$ cat src/rtl/csr_file_if.sv
// Request/response bundle between the CSR unit (initiator) and the CSR file (responder).
// Reads are answered combinationally; writes land on the next clock edge.
interface csr_file_if #(
    parameter int XLEN = 64
);
    logic            rd_valid;
    logic [11:0]     rd_csr;
    logic [XLEN-1:0] rd_data;
    logic            wr_valid;
    logic [11:0]     wr_csr;
    logic [XLEN-1:0] wr_data;

    modport master (
        output rd_valid, rd_csr, wr_valid, wr_csr, wr_data,
        input  rd_data
    );

    modport slave (
        input  rd_valid, rd_csr, wr_valid, wr_csr, wr_data,
        output rd_data
    );
endinterface

$ cat src/rtl/csr_file.sv
// Architectural M-mode CSR file: zero-latency reads, registered writes, cycle/instret counters,
// and trap/mret updates from commit. It also exports the mret target, trap vector and interrupt-pending state.
module csr_file #(
    parameter int              XLEN     = 64,
    parameter logic [XLEN-1:0] HART_ID  = {XLEN{1'b0}},
    parameter logic [XLEN-1:0] MISA_VAL = 64'h8000_0000_0014_1129,
    parameter int              GRAD_W   = 2
) (
    input  logic              clock,
    input  logic              reset,
    csr_file_if.slave         csr_port,
    input  logic [GRAD_W-1:0] instret_inc,
    input  logic              trap_valid,
    input  logic [XLEN-1:0]   trap_cause,
    input  logic [XLEN-1:0]   trap_epc,
    input  logic [XLEN-1:0]   trap_tval,
    input  logic              mret_valid,
    input  logic [2:0]        irq_lines,
    output logic [XLEN-1:0]   mepc_out,
    output logic [XLEN-1:0]   trap_target_out,
    output logic              irq_pending_out,
    output logic [2:0]        frm_out
);

    localparam logic [11:0] CSR_NONE     = 12'h000;
    localparam logic [11:0] CSR_FFLAGS   = 12'h001;
    localparam logic [11:0] CSR_FRM      = 12'h002;
    localparam logic [11:0] CSR_FCSR     = 12'h003;
    localparam logic [11:0] CSR_MSTATUS  = 12'h300;
    localparam logic [11:0] CSR_MISA     = 12'h301;
    localparam logic [11:0] CSR_MIE      = 12'h304;
    localparam logic [11:0] CSR_MTVEC    = 12'h305;
    localparam logic [11:0] CSR_MSCRATCH = 12'h340;
    localparam logic [11:0] CSR_MEPC     = 12'h341;
    localparam logic [11:0] CSR_MCAUSE   = 12'h342;
    localparam logic [11:0] CSR_MTVAL    = 12'h343;
    localparam logic [11:0] CSR_MIP      = 12'h344;
    localparam logic [11:0] CSR_MCYCLE   = 12'hB00;
    localparam logic [11:0] CSR_MINSTRET = 12'hB02;
    localparam logic [11:0] CSR_CYCLE    = 12'hC00;
    localparam logic [11:0] CSR_INSTRET  = 12'hC02;
    localparam logic [11:0] CSR_MHARTID  = 12'hF14;

    localparam logic [XLEN-1:0] XLEN_ZERO = {XLEN{1'b0}};
    localparam logic [XLEN-1:0] XLEN_ONE  = {{(XLEN-1){1'b0}}, 1'b1};

    // MPP is hardwired to machine mode; only MIE and MPIE are stored.
    function automatic logic [XLEN-1:0] mstatus_view(input logic mpie, input logic mie);
        logic [XLEN-1:0] v;
        v        = XLEN_ZERO;
        v[12:11] = 2'b11;
        v[7]     = mpie;
        v[3]     = mie;
        return v;
    endfunction

    // Places a {MEI, MTI, MSI} triple at bits 11/7/3, shared by mie and mip.
    function automatic logic [XLEN-1:0] irq_view(input logic [2:0] bits);
        logic [XLEN-1:0] v;
        v     = XLEN_ZERO;
        v[11] = bits[2];
        v[7]  = bits[1];
        v[3]  = bits[0];
        return v;
    endfunction

    // Reserved MODE encodings 2/3 keep the current MODE; BASE always follows the write.
    function automatic logic [XLEN-1:0] mtvec_warl(input logic [XLEN-1:0] cur, input logic [XLEN-1:0] wdata);
        logic [1:0] mode;
        mode = wdata[1] ? cur[1:0] : wdata[1:0];
        return {wdata[XLEN-1:2], mode};
    endfunction

    function automatic logic [XLEN-1:0] trap_vector(input logic [XLEN-1:0] tvec, input logic [XLEN-1:0] cause);
        logic [XLEN-1:0] base;
        base = {tvec[XLEN-1:2], 2'b00};
        if ((tvec[1:0] == 2'b01) && cause[XLEN-1]) begin
            return base + {cause[XLEN-3:0], 2'b00};
        end else begin
            return base;
        end
    endfunction

    logic [4:0]      fflags_r,     fflags_nx_s;
    logic [2:0]      frm_r,        frm_nx_s;
    logic            mstat_mie_r,  mstat_mie_nx_s;
    logic            mstat_mpie_r, mstat_mpie_nx_s;
    logic [2:0]      mie_en_r,     mie_en_nx_s;
    logic [XLEN-1:0] mtvec_r,      mtvec_nx_s;
    logic [XLEN-1:0] mscratch_r,   mscratch_nx_s;
    logic [XLEN-1:0] mepc_r,       mepc_nx_s;
    logic [XLEN-1:0] mcause_r,     mcause_nx_s;
    logic [XLEN-1:0] mtval_r,      mtval_nx_s;
    logic [XLEN-1:0] mcycle_r,     mcycle_nx_s;
    logic [XLEN-1:0] minstret_r,   minstret_nx_s;
    logic [11:0]     rd_sel_s;
    logic [11:0]     wr_sel_s;
    logic [XLEN-1:0] rd_data_s;

    // An invalid request is steered to an unimplemented address so it decodes to nothing.
    assign rd_sel_s = csr_port.rd_valid ? csr_port.rd_csr : CSR_NONE;
    assign wr_sel_s = csr_port.wr_valid ? csr_port.wr_csr : CSR_NONE;

    // Read mux over current state; same-cycle writes are not forwarded.
    always_comb begin
        rd_data_s = XLEN_ZERO;
        case (rd_sel_s)
            CSR_FFLAGS:                rd_data_s = {{(XLEN-5){1'b0}}, fflags_r};
            CSR_FRM:                   rd_data_s = {{(XLEN-3){1'b0}}, frm_r};
            CSR_FCSR:                  rd_data_s = {{(XLEN-8){1'b0}}, frm_r, fflags_r};
            CSR_MSTATUS:               rd_data_s = mstatus_view(mstat_mpie_r, mstat_mie_r);
            CSR_MISA:                  rd_data_s = MISA_VAL;
            CSR_MIE:                   rd_data_s = irq_view(mie_en_r);
            CSR_MTVEC:                 rd_data_s = mtvec_r;
            CSR_MSCRATCH:              rd_data_s = mscratch_r;
            CSR_MEPC:                  rd_data_s = mepc_r;
            CSR_MCAUSE:                rd_data_s = mcause_r;
            CSR_MTVAL:                 rd_data_s = mtval_r;
            CSR_MIP:                   rd_data_s = irq_view(irq_lines);
            CSR_MCYCLE, CSR_CYCLE:     rd_data_s = mcycle_r;
            CSR_MINSTRET, CSR_INSTRET: rd_data_s = minstret_r;
            CSR_MHARTID:               rd_data_s = HART_ID;
            default:                   rd_data_s = XLEN_ZERO;
        endcase
    end

    assign csr_port.rd_data = rd_data_s;

    // Next-state: counters tick, CSR writes apply, then trap/mret override the fields they own.
    always_comb begin
        fflags_nx_s     = fflags_r;
        frm_nx_s        = frm_r;
        mstat_mie_nx_s  = mstat_mie_r;
        mstat_mpie_nx_s = mstat_mpie_r;
        mie_en_nx_s     = mie_en_r;
        mtvec_nx_s      = mtvec_r;
        mscratch_nx_s   = mscratch_r;
        mepc_nx_s       = mepc_r;
        mcause_nx_s     = mcause_r;
        mtval_nx_s      = mtval_r;
        mcycle_nx_s     = mcycle_r + XLEN_ONE;
        minstret_nx_s   = minstret_r + {{(XLEN-GRAD_W){1'b0}}, instret_inc};

        case (wr_sel_s)
            CSR_FFLAGS:   fflags_nx_s = csr_port.wr_data[4:0];
            CSR_FRM:      frm_nx_s    = csr_port.wr_data[2:0];
            CSR_FCSR: begin
                frm_nx_s    = csr_port.wr_data[7:5];
                fflags_nx_s = csr_port.wr_data[4:0];
            end
            CSR_MSTATUS: begin
                mstat_mie_nx_s  = csr_port.wr_data[3];
                mstat_mpie_nx_s = csr_port.wr_data[7];
            end
            CSR_MIE:      mie_en_nx_s   = {csr_port.wr_data[11], csr_port.wr_data[7], csr_port.wr_data[3]};
            CSR_MTVEC:    mtvec_nx_s    = mtvec_warl(mtvec_r, csr_port.wr_data);
            CSR_MSCRATCH: mscratch_nx_s = csr_port.wr_data;
            CSR_MEPC:     mepc_nx_s     = {csr_port.wr_data[XLEN-1:1], 1'b0};
            CSR_MCAUSE:   mcause_nx_s   = csr_port.wr_data;
            CSR_MTVAL:    mtval_nx_s    = csr_port.wr_data;
            CSR_MCYCLE:   mcycle_nx_s   = csr_port.wr_data;
            CSR_MINSTRET: minstret_nx_s = csr_port.wr_data;
            default:      mscratch_nx_s = mscratch_r;
        endcase

        case ({trap_valid, mret_valid})
            2'b10, 2'b11: begin
                mepc_nx_s       = {trap_epc[XLEN-1:1], 1'b0};
                mcause_nx_s     = trap_cause;
                mtval_nx_s      = trap_tval;
                mstat_mpie_nx_s = mstat_mie_r;
                mstat_mie_nx_s  = 1'b0;
            end
            2'b01: begin
                mstat_mie_nx_s  = mstat_mpie_r;
                mstat_mpie_nx_s = 1'b1;
            end
            default: mepc_nx_s = mepc_nx_s;
        endcase
    end

    // Architectural state registers.
    always_ff @(posedge clock or posedge reset) begin
        if (reset) begin
            fflags_r     <= 5'd0;
            frm_r        <= 3'd0;
            mstat_mie_r  <= 1'b0;
            mstat_mpie_r <= 1'b0;
            mie_en_r     <= 3'd0;
            mtvec_r      <= XLEN_ZERO;
            mscratch_r   <= XLEN_ZERO;
            mepc_r       <= XLEN_ZERO;
            mcause_r     <= XLEN_ZERO;
            mtval_r      <= XLEN_ZERO;
            mcycle_r     <= XLEN_ZERO;
            minstret_r   <= XLEN_ZERO;
        end else begin
            fflags_r     <= fflags_nx_s;
            frm_r        <= frm_nx_s;
            mstat_mie_r  <= mstat_mie_nx_s;
            mstat_mpie_r <= mstat_mpie_nx_s;
            mie_en_r     <= mie_en_nx_s;
            mtvec_r      <= mtvec_nx_s;
            mscratch_r   <= mscratch_nx_s;
            mepc_r       <= mepc_nx_s;
            mcause_r     <= mcause_nx_s;
            mtval_r      <= mtval_nx_s;
            mcycle_r     <= mcycle_nx_s;
            minstret_r   <= minstret_nx_s;
        end
    end

    assign mepc_out        = mepc_r;
    assign frm_out         = frm_r;
    assign trap_target_out = trap_vector(mtvec_r, trap_cause);
    assign irq_pending_out = (|(mie_en_r & irq_lines)) & mstat_mie_r;

endmodule
$ cat src/flat_wrapper.sv
// flat-port wrapper written by rule: the top's interface ports become plain ports
module csr_file_flat 
#(
    parameter int              XLEN     = 64,
    parameter logic [XLEN-1:0] HART_ID  = {XLEN{1'b0}},
    parameter logic [XLEN-1:0] MISA_VAL = 64'h8000_0000_0014_1129,
    parameter int              GRAD_W   = 2
)
  (clock, reset, instret_inc, trap_valid, trap_cause, trap_epc, trap_tval, mret_valid, irq_lines, mepc_out, trap_target_out, irq_pending_out, frm_out, csr_port_rd_valid, csr_port_rd_csr, csr_port_wr_valid, csr_port_wr_csr, csr_port_wr_data, csr_port_rd_data);
  csr_file_if #(.XLEN(XLEN)) csr_port_i ();
  input  logic clock;
  input  logic reset;
  input  logic [GRAD_W-1:0] instret_inc;
  input  logic trap_valid;
  input  logic [XLEN-1:0] trap_cause;
  input  logic [XLEN-1:0] trap_epc;
  input  logic [XLEN-1:0] trap_tval;
  input  logic mret_valid;
  input  logic [2:0] irq_lines;
  output logic [XLEN-1:0] mepc_out;
  output logic [XLEN-1:0] trap_target_out;
  output logic irq_pending_out;
  output logic [2:0] frm_out;
  input wire logic [$bits(csr_port_i.rd_valid)-1:0] csr_port_rd_valid;
  input wire logic [$bits(csr_port_i.rd_csr)-1:0] csr_port_rd_csr;
  input wire logic [$bits(csr_port_i.wr_valid)-1:0] csr_port_wr_valid;
  input wire logic [$bits(csr_port_i.wr_csr)-1:0] csr_port_wr_csr;
  input wire logic [$bits(csr_port_i.wr_data)-1:0] csr_port_wr_data;
  output wire logic [$bits(csr_port_i.rd_data)-1:0] csr_port_rd_data;
  assign csr_port_i.rd_valid = csr_port_rd_valid;
  assign csr_port_i.rd_csr = csr_port_rd_csr;
  assign csr_port_i.wr_valid = csr_port_wr_valid;
  assign csr_port_i.wr_csr = csr_port_wr_csr;
  assign csr_port_i.wr_data = csr_port_wr_data;
  assign csr_port_rd_data = csr_port_i.rd_data;
  csr_file #(.XLEN(XLEN), .HART_ID(HART_ID), .MISA_VAL(MISA_VAL), .GRAD_W(GRAD_W)) u_core (.clock(clock), .reset(reset), .csr_port(csr_port_i), .instret_inc(instret_inc), .trap_valid(trap_valid), .trap_cause(trap_cause), .trap_epc(trap_epc), .trap_tval(trap_tval), .mret_valid(mret_valid), .irq_lines(irq_lines), .mepc_out(mepc_out), .trap_target_out(trap_target_out), .irq_pending_out(irq_pending_out), .frm_out(frm_out));
endmodule
$ cat config.mk
export PLATFORM = sky130hd
export DESIGN_NAME = csr_file_flat
export DESIGN_NICKNAME = d
export VERILOG_FILES = /design/src/rtl/csr_file_if.sv /design/src/rtl/csr_file.sv /design/src/flat_wrapper.sv
export SDC_FILE = /design/constraint.sdc
export NUM_CORES = 2
export LEC_CHECK = 0
export BUFFER_PORTS_ARGS = -buffer_cell sky130_fd_sc_hd__buf_2
export CAP_MARGIN = 25
export CELL_PAD_IN_SITES_DETAIL_PLACEMENT = 0
export CELL_PAD_IN_SITES_GLOBAL_PLACEMENT = 1
export CORE_ASPECT_RATIO = 0.6
export CORE_MARGIN = 3
export CORE_UTILIZATION = 25
export DETAILED_ROUTE_END_ITERATION = 6
export PLACE_DENSITY_LB_ADDON = 0.2
export REMOVE_ABC_BUFFERS = 1
export SLEW_MARGIN = 20
export SYNTH_ARGS = -nofsm -noshare
export SYNTH_HDL_FRONTEND = slang
export SYNTH_SLANG_ARGS = --single-unit
$ cat constraint.sdc
create_clock -name clock -period 38.2 [get_ports clock]
set_input_delay 0 -clock clock [delete_from_list [all_inputs] [get_ports clock]]
set_output_delay 0 -clock clock [all_outputs]
set_load 0.05 [all_outputs]
== After elaboration in Yosys (flattened, before gate mapping) ==
Cells that the tools add are included.
Word-level totals
  register bits after elaboration: 460
  bits in latches: 0
  memory bits (writable): 0
  bits in read-only memories: 0
  output and inout port bits: 196
  memories: 0
Operators by class
  add/subtract/negate cells: 3
  multiply operators: 0
  divide/modulo/power cells: 0
  $lt $le $gt $ge: 0
  equality and inequality tests: 31
  shift operators: 0
  mux-type cells: 17
  bitwise operators: 3
  reduce and logical (&&, ||, !) cells: 12
Operators by type and width (count)
  $pmux W64 S14: 1
  $mux W64: 9
  $eq A12 B10 Y1 const B: 16
  $eq A12 B12 Y1 const B: 6
  $add A64 B1 Y64 const B: 1
  $add A64 B2 Y64: 1
  $add A64 B64 Y64: 1
  $eq A12 B2 Y1 const B: 4
  $eq A12 B1 Y1 const B: 2
  $mux W12: 2
  $reduce_bool A2 Y1: 4
  $reduce_or A2 Y1: 4
  $pmux W3 S2: 1
  $eq A2 B2 Y1 const B: 2
  $pmux W1 S2: 2
  $and A3 B3 Y3: 1
  $reduce_bool A3 Y1: 1
  $reduce_or A3 Y1: 1
  $eq A2 B1 Y1 const B: 1
  $mux W1: 2
  $reduce_and A2 Y1: 1
  $and A1 B1 Y1: 1
  $logic_and A1 B1 Y1: 1
  $not A1 Y1: 1

== Logic depth before layout (Yosys ltp) ==
  word-level depth: 4
  gate-level depth with buffers: 12
  mapped depth without buffers: 12

== Worst setup path after synthesis ==
Ideal clock, no wire load.
  path type: register to output
  start point: reg u_core.mtvec_r[2]
  end point: out trap_target_out[44]
  arrival time: 3.628 ns
  setup slack: 34.572 ns
  stages on the path, launching flop included: 12
  buffers on the path: 0
  path through: dfrtp_1 ha_1 fa_1 a21o_1 a21oi_1 o21ai_0 a211oi_1 o221ai_1 nor3_1 o31a_1 xor2_1 o21ai_0
On the way
  cells in the longest elaborated chain, start to end: 2
RTL lines
  start, declared: line csr_file.sv:89  | logic [XLEN-1:0] mtvec_r, mtvec_nx_s;
  start signal, assigned: line csr_file.sv:203  | mtvec_r <= mtvec_nx_s;
  $add A64 B64 Y64: line csr_file.sv:78  | return base + {cause[XLEN-3:0], 2'b00};
  $mux W64: line csr_file.sv:77  | if ((tvec[1:0] == 2'b01) && cause[XLEN-1]) begin
  end, declared: line flat_wrapper.sv:21  | output logic [XLEN-1:0] trap_target_out;
No other way between the ends.

== Worst setup path after layout ==
  start point: reg u_core.mtvec_r[2]
  end point: out trap_target_out[56]
Same word-level chain as after synthesis.

==> results.json <==
{
  "required_ns": 38.20,
  "synth_seq_cells": 459,
  "outcome": "finished with violations",
  "maxSlewViolCount": 0,
  "die_area_mm2": 0.114,
  "place_congestion": 0.858,
  "ys_seq_area_share_pct": 41.9,
  "grt_remaining_overflow": 0,
  "crit_path_end_kind": "output pin",
  "critPathLaunchType": "register",
  "initial_core_util_pct": 25.4,
  "p_leak_nw": 18.2,
  "syn-cell-area_mm2": 0.0274,
  "p_int_mw": 0.908,
  "grt_use_total_pct": 23.1,
  "max_freq_mhz": 193,
  "period_share_pct": 13.6,
  "wl_um": 134000,
  "via_count": 27700,
  "netlist_instances": 3097,
  "synthArstFlopShare_pct": 100,
  "grt_pass1_vias": 27100,
  "fp.dieW_um": 433,
  "fin_area_mm2": 0.0379,
  "port_buffers": 482,
  "nets": 4321,
  "violations": "design-rule violations",
  "synth_edf_count": 0,
  "clk_latency_ns": 0.65,
  "drive_gt1_share_pct": 17.9,
  "finalHoldViolCount": 0,
  "clockRootBuffer": "clkbuf_16",
  "max_cap_viol_count": 0,
  "dp_hpwl_um": 91400,
  "tns_ns": 0,
  "clock_sinks": 459,
  "grt_max_degree": 112,
  "drt_iter0_markers": 2791,
  "crit_start": "u_core.mtvec_r[2]",
  "tightest_slew_ns": 1.10,
  "cts-htree-levels": 2,
  "grt_first_pass_wirelength_um": 195000,
  "antenna_found_initial": 5,
  "core_area_mm2": 0.108,
  "postCtsResizedCells": 0,
  "std_cell_rows": 93,
  "syn_to_final_growth_pct": 38.4,
  "mostFrequentLayoutCells": "nand2_1 (601), dlygate4sd3_1 (494), buf_2 (481)",
  "drc": 4,
  "max_stage_delay_ns": 0.58,
  "yosysUniqueCellTypes": 73,
  "arrival_ns": 5.18,
  "firstDrtPassIters": 7,
  "cts_tree": "yes",
  "swShare_pct": 29.9,
  "hp-class": "input port to asynchronous set/reset pin",
  "power.density_mw_per_mm2": 34.2,
  "synth.area.top_cells": "dfrtp_1 (42%), nand2_1 (8.3%), mux2i_1 (7.2%), o21ai_0 (4.4%), a222oi_1 (4.1%)",
  "clockBufferDepth": 3,
  "combPwrFrac_pct": 16.0,
  "drtAntennaViolNets": 0,
  "path_class": "register to output pin",
  "max-vdd-ir-drop_mv": 0.0254,
  "cts_setup_buffers": 0,
  "period_needed_ns": 5.18,
  "synthFlopType": "dfrtp_1",
  "ios": 487,
  "fin_util_pct": 35.1,
  "skew_ns": 0.0393,
  "yosysWarnings": 0,
  "synth_top_area_share_pct": 41.9,
  "dpl-instance-area_mm2": 0.0312,
  "cts_buffers": 53,
  "wl_per_cell_um": 24.7,
  "crit_slowest_cell": "a211oi_1",
  "pwr-share-seq_pct": 43.6,
  "pwr-share-clk_pct": 40.4,
  "yosys.area.top_type": "dfrtp_1",
  "finalSetupViolations": 0,
  "rsz0062_at_grt": "false",
  "syn_area_per_cell_um2": 8.84,
  "r2r_start": "u_core.minstret_r[1]",
  "final_common_cell": "nand2_1",
  "via_per_inst": 5.10,
  "switchingPower_mw": 0.387,
  "clk_pin_slew_ns": 0.06,
  "die_height_um": 262,
  "path_max_fanout": 4,
  "holdBufCountCts": 494,
  "slew_headroom_pct": 26.7,
  "crit_chain": "ha_1 -> fa_1 -> a21o_1 -> a21oi_1 -> o21ai_0 -> a211oi_1 -> o221ai_1 -> o311ai_1 -> o211a_1 -> o31ai_1 -> xnor2_1 -> o21ai_1 -> buf_2"
}
## cell families (layout without fill, tap and decap cells)
kind of cell	after synthesis	count (layout)	synth area share, %
DFF	459	459	41.9
AOI/OAI and AO/OA	750	750	17.4
buffers and inverters	240	1147	3.38
xor gates and xnor gates	179	179	5.73
and+or+nand+nor	1124	1124	17.9
adders and majority gates	66	66	3.07
muxes	278	278	10.5
other	1	8	0.0137
## per-layer routing
layer	vias up	track usage [%]	wire, µm
met5	-	0	0
met2	912	33.3	56000
met4	0	4.73	2640
met1	13800	35.7	66600
li1	12900	-	-
met3	111	3.65	8860
## stage by stage
step / std cells / power (mW) / setup slack [ns] / hold WS, ns
2_1_floorplan: 2894 / 0.652 / 25.40 / 0.0936
3_3_place_gp: 4838 / 0.727 / 33.71 / 0.183
3_5_place_dp: 4838 / 0.729 / 33.74 / 0.186
4_1_cts: 5429 / 1.31 / 33.03 / 0.0168
5_1_grt: 5432 / 1.36 / 32.85 / 0.0715
6_report: 5436 / 1.30 / 33.02 / 0.0501
## synthesized netlist by cell type, drive strengths merged (15+ instances only)
library cell	count
nand2	606
dfrtp	459
o21ai	284
nor2	226
mux2i	197
a21oi	193
clkbuf	189
nand3	123
a222oi	112
xor2	94
xnor2	85
mux2	81
ha	64
nand4	53
a21o	40
inv	35
and3	34
nor3	24
a221oi	19
buf	16
a22oi	15
## layout make-up
cell class	count	area, µm²
Timing Repair Buffer	1015	7680
Clock inverter	20	184
Multi-Input combinational cell	2400	15100
Antenna cell	5	12.5
Clock buffer	77	1510
Fill cell	11300	70100
Sequential cell	459	11500
Tap cell	1425	1780
Inverter	35	139
## flip-flops by register name, summed over array words and instances, names as in the netlist
name,flops
u_core.mstat_mpie_r,1
u_core.mepc_out,63
u_core.mie_en_r,3
u_core.minstret_r,64
u_core.mcycle_r,64
u_core.fflags_r,5
u_core.mtval_r,64
u_core.frm_out,3
u_core.mcause_r,64
u_core.mscratch_r,64
u_core.mtvec_r,63
u_core.mstat_mie_r,1
## critical path, delay by kind of cell (launching register included)
| family | cells | cell delay, ns |
|---|---|---|
| DFF | 1 | 0.45 |
| buffers and inverters | 1 | 0.30 |
| AOI/OAI and AO/OA | 9 | 2.97 |
| adders and majority gates | 2 | 0.66 |
| xor gates and xnor gates | 1 | 0.17 |
## worst paths after layout
path / to / slack, ns / cells past startpoint
min in group clock: u_core.frm_out[0] / 0.08 / 5
setup reg to reg: u_core.minstret_r[63] / 33.84 / 12
hold / removal: u_core.mepc_out[1] / 0.05 / 3
setup / recovery: trap_target_out[56] / 33.02 / 13
max in group asynchronous: u_core.minstret_r[51] / 35.94 / 6
hold reg to reg: u_core.mscratch_r[55] / 0.49 / 1
## power by group through the flow
| stage | registers (mW) | logic, mW | clock network (mW) |
|---|---|---|---|
| after global placement | 0.572 | 0.155 | 0 |
| after floorplan | 0.579 | 0.0731 | 0 |
| after detailed placement | 0.572 | 0.156 | 0 |
| final | 0.565 | 0.207 | 0.524 |
| after global routing | 0.570 | 0.227 | 0.561 |
| after CTS | 0.564 | 0.206 | 0.539 |
(Power assumes the default switching activity.)
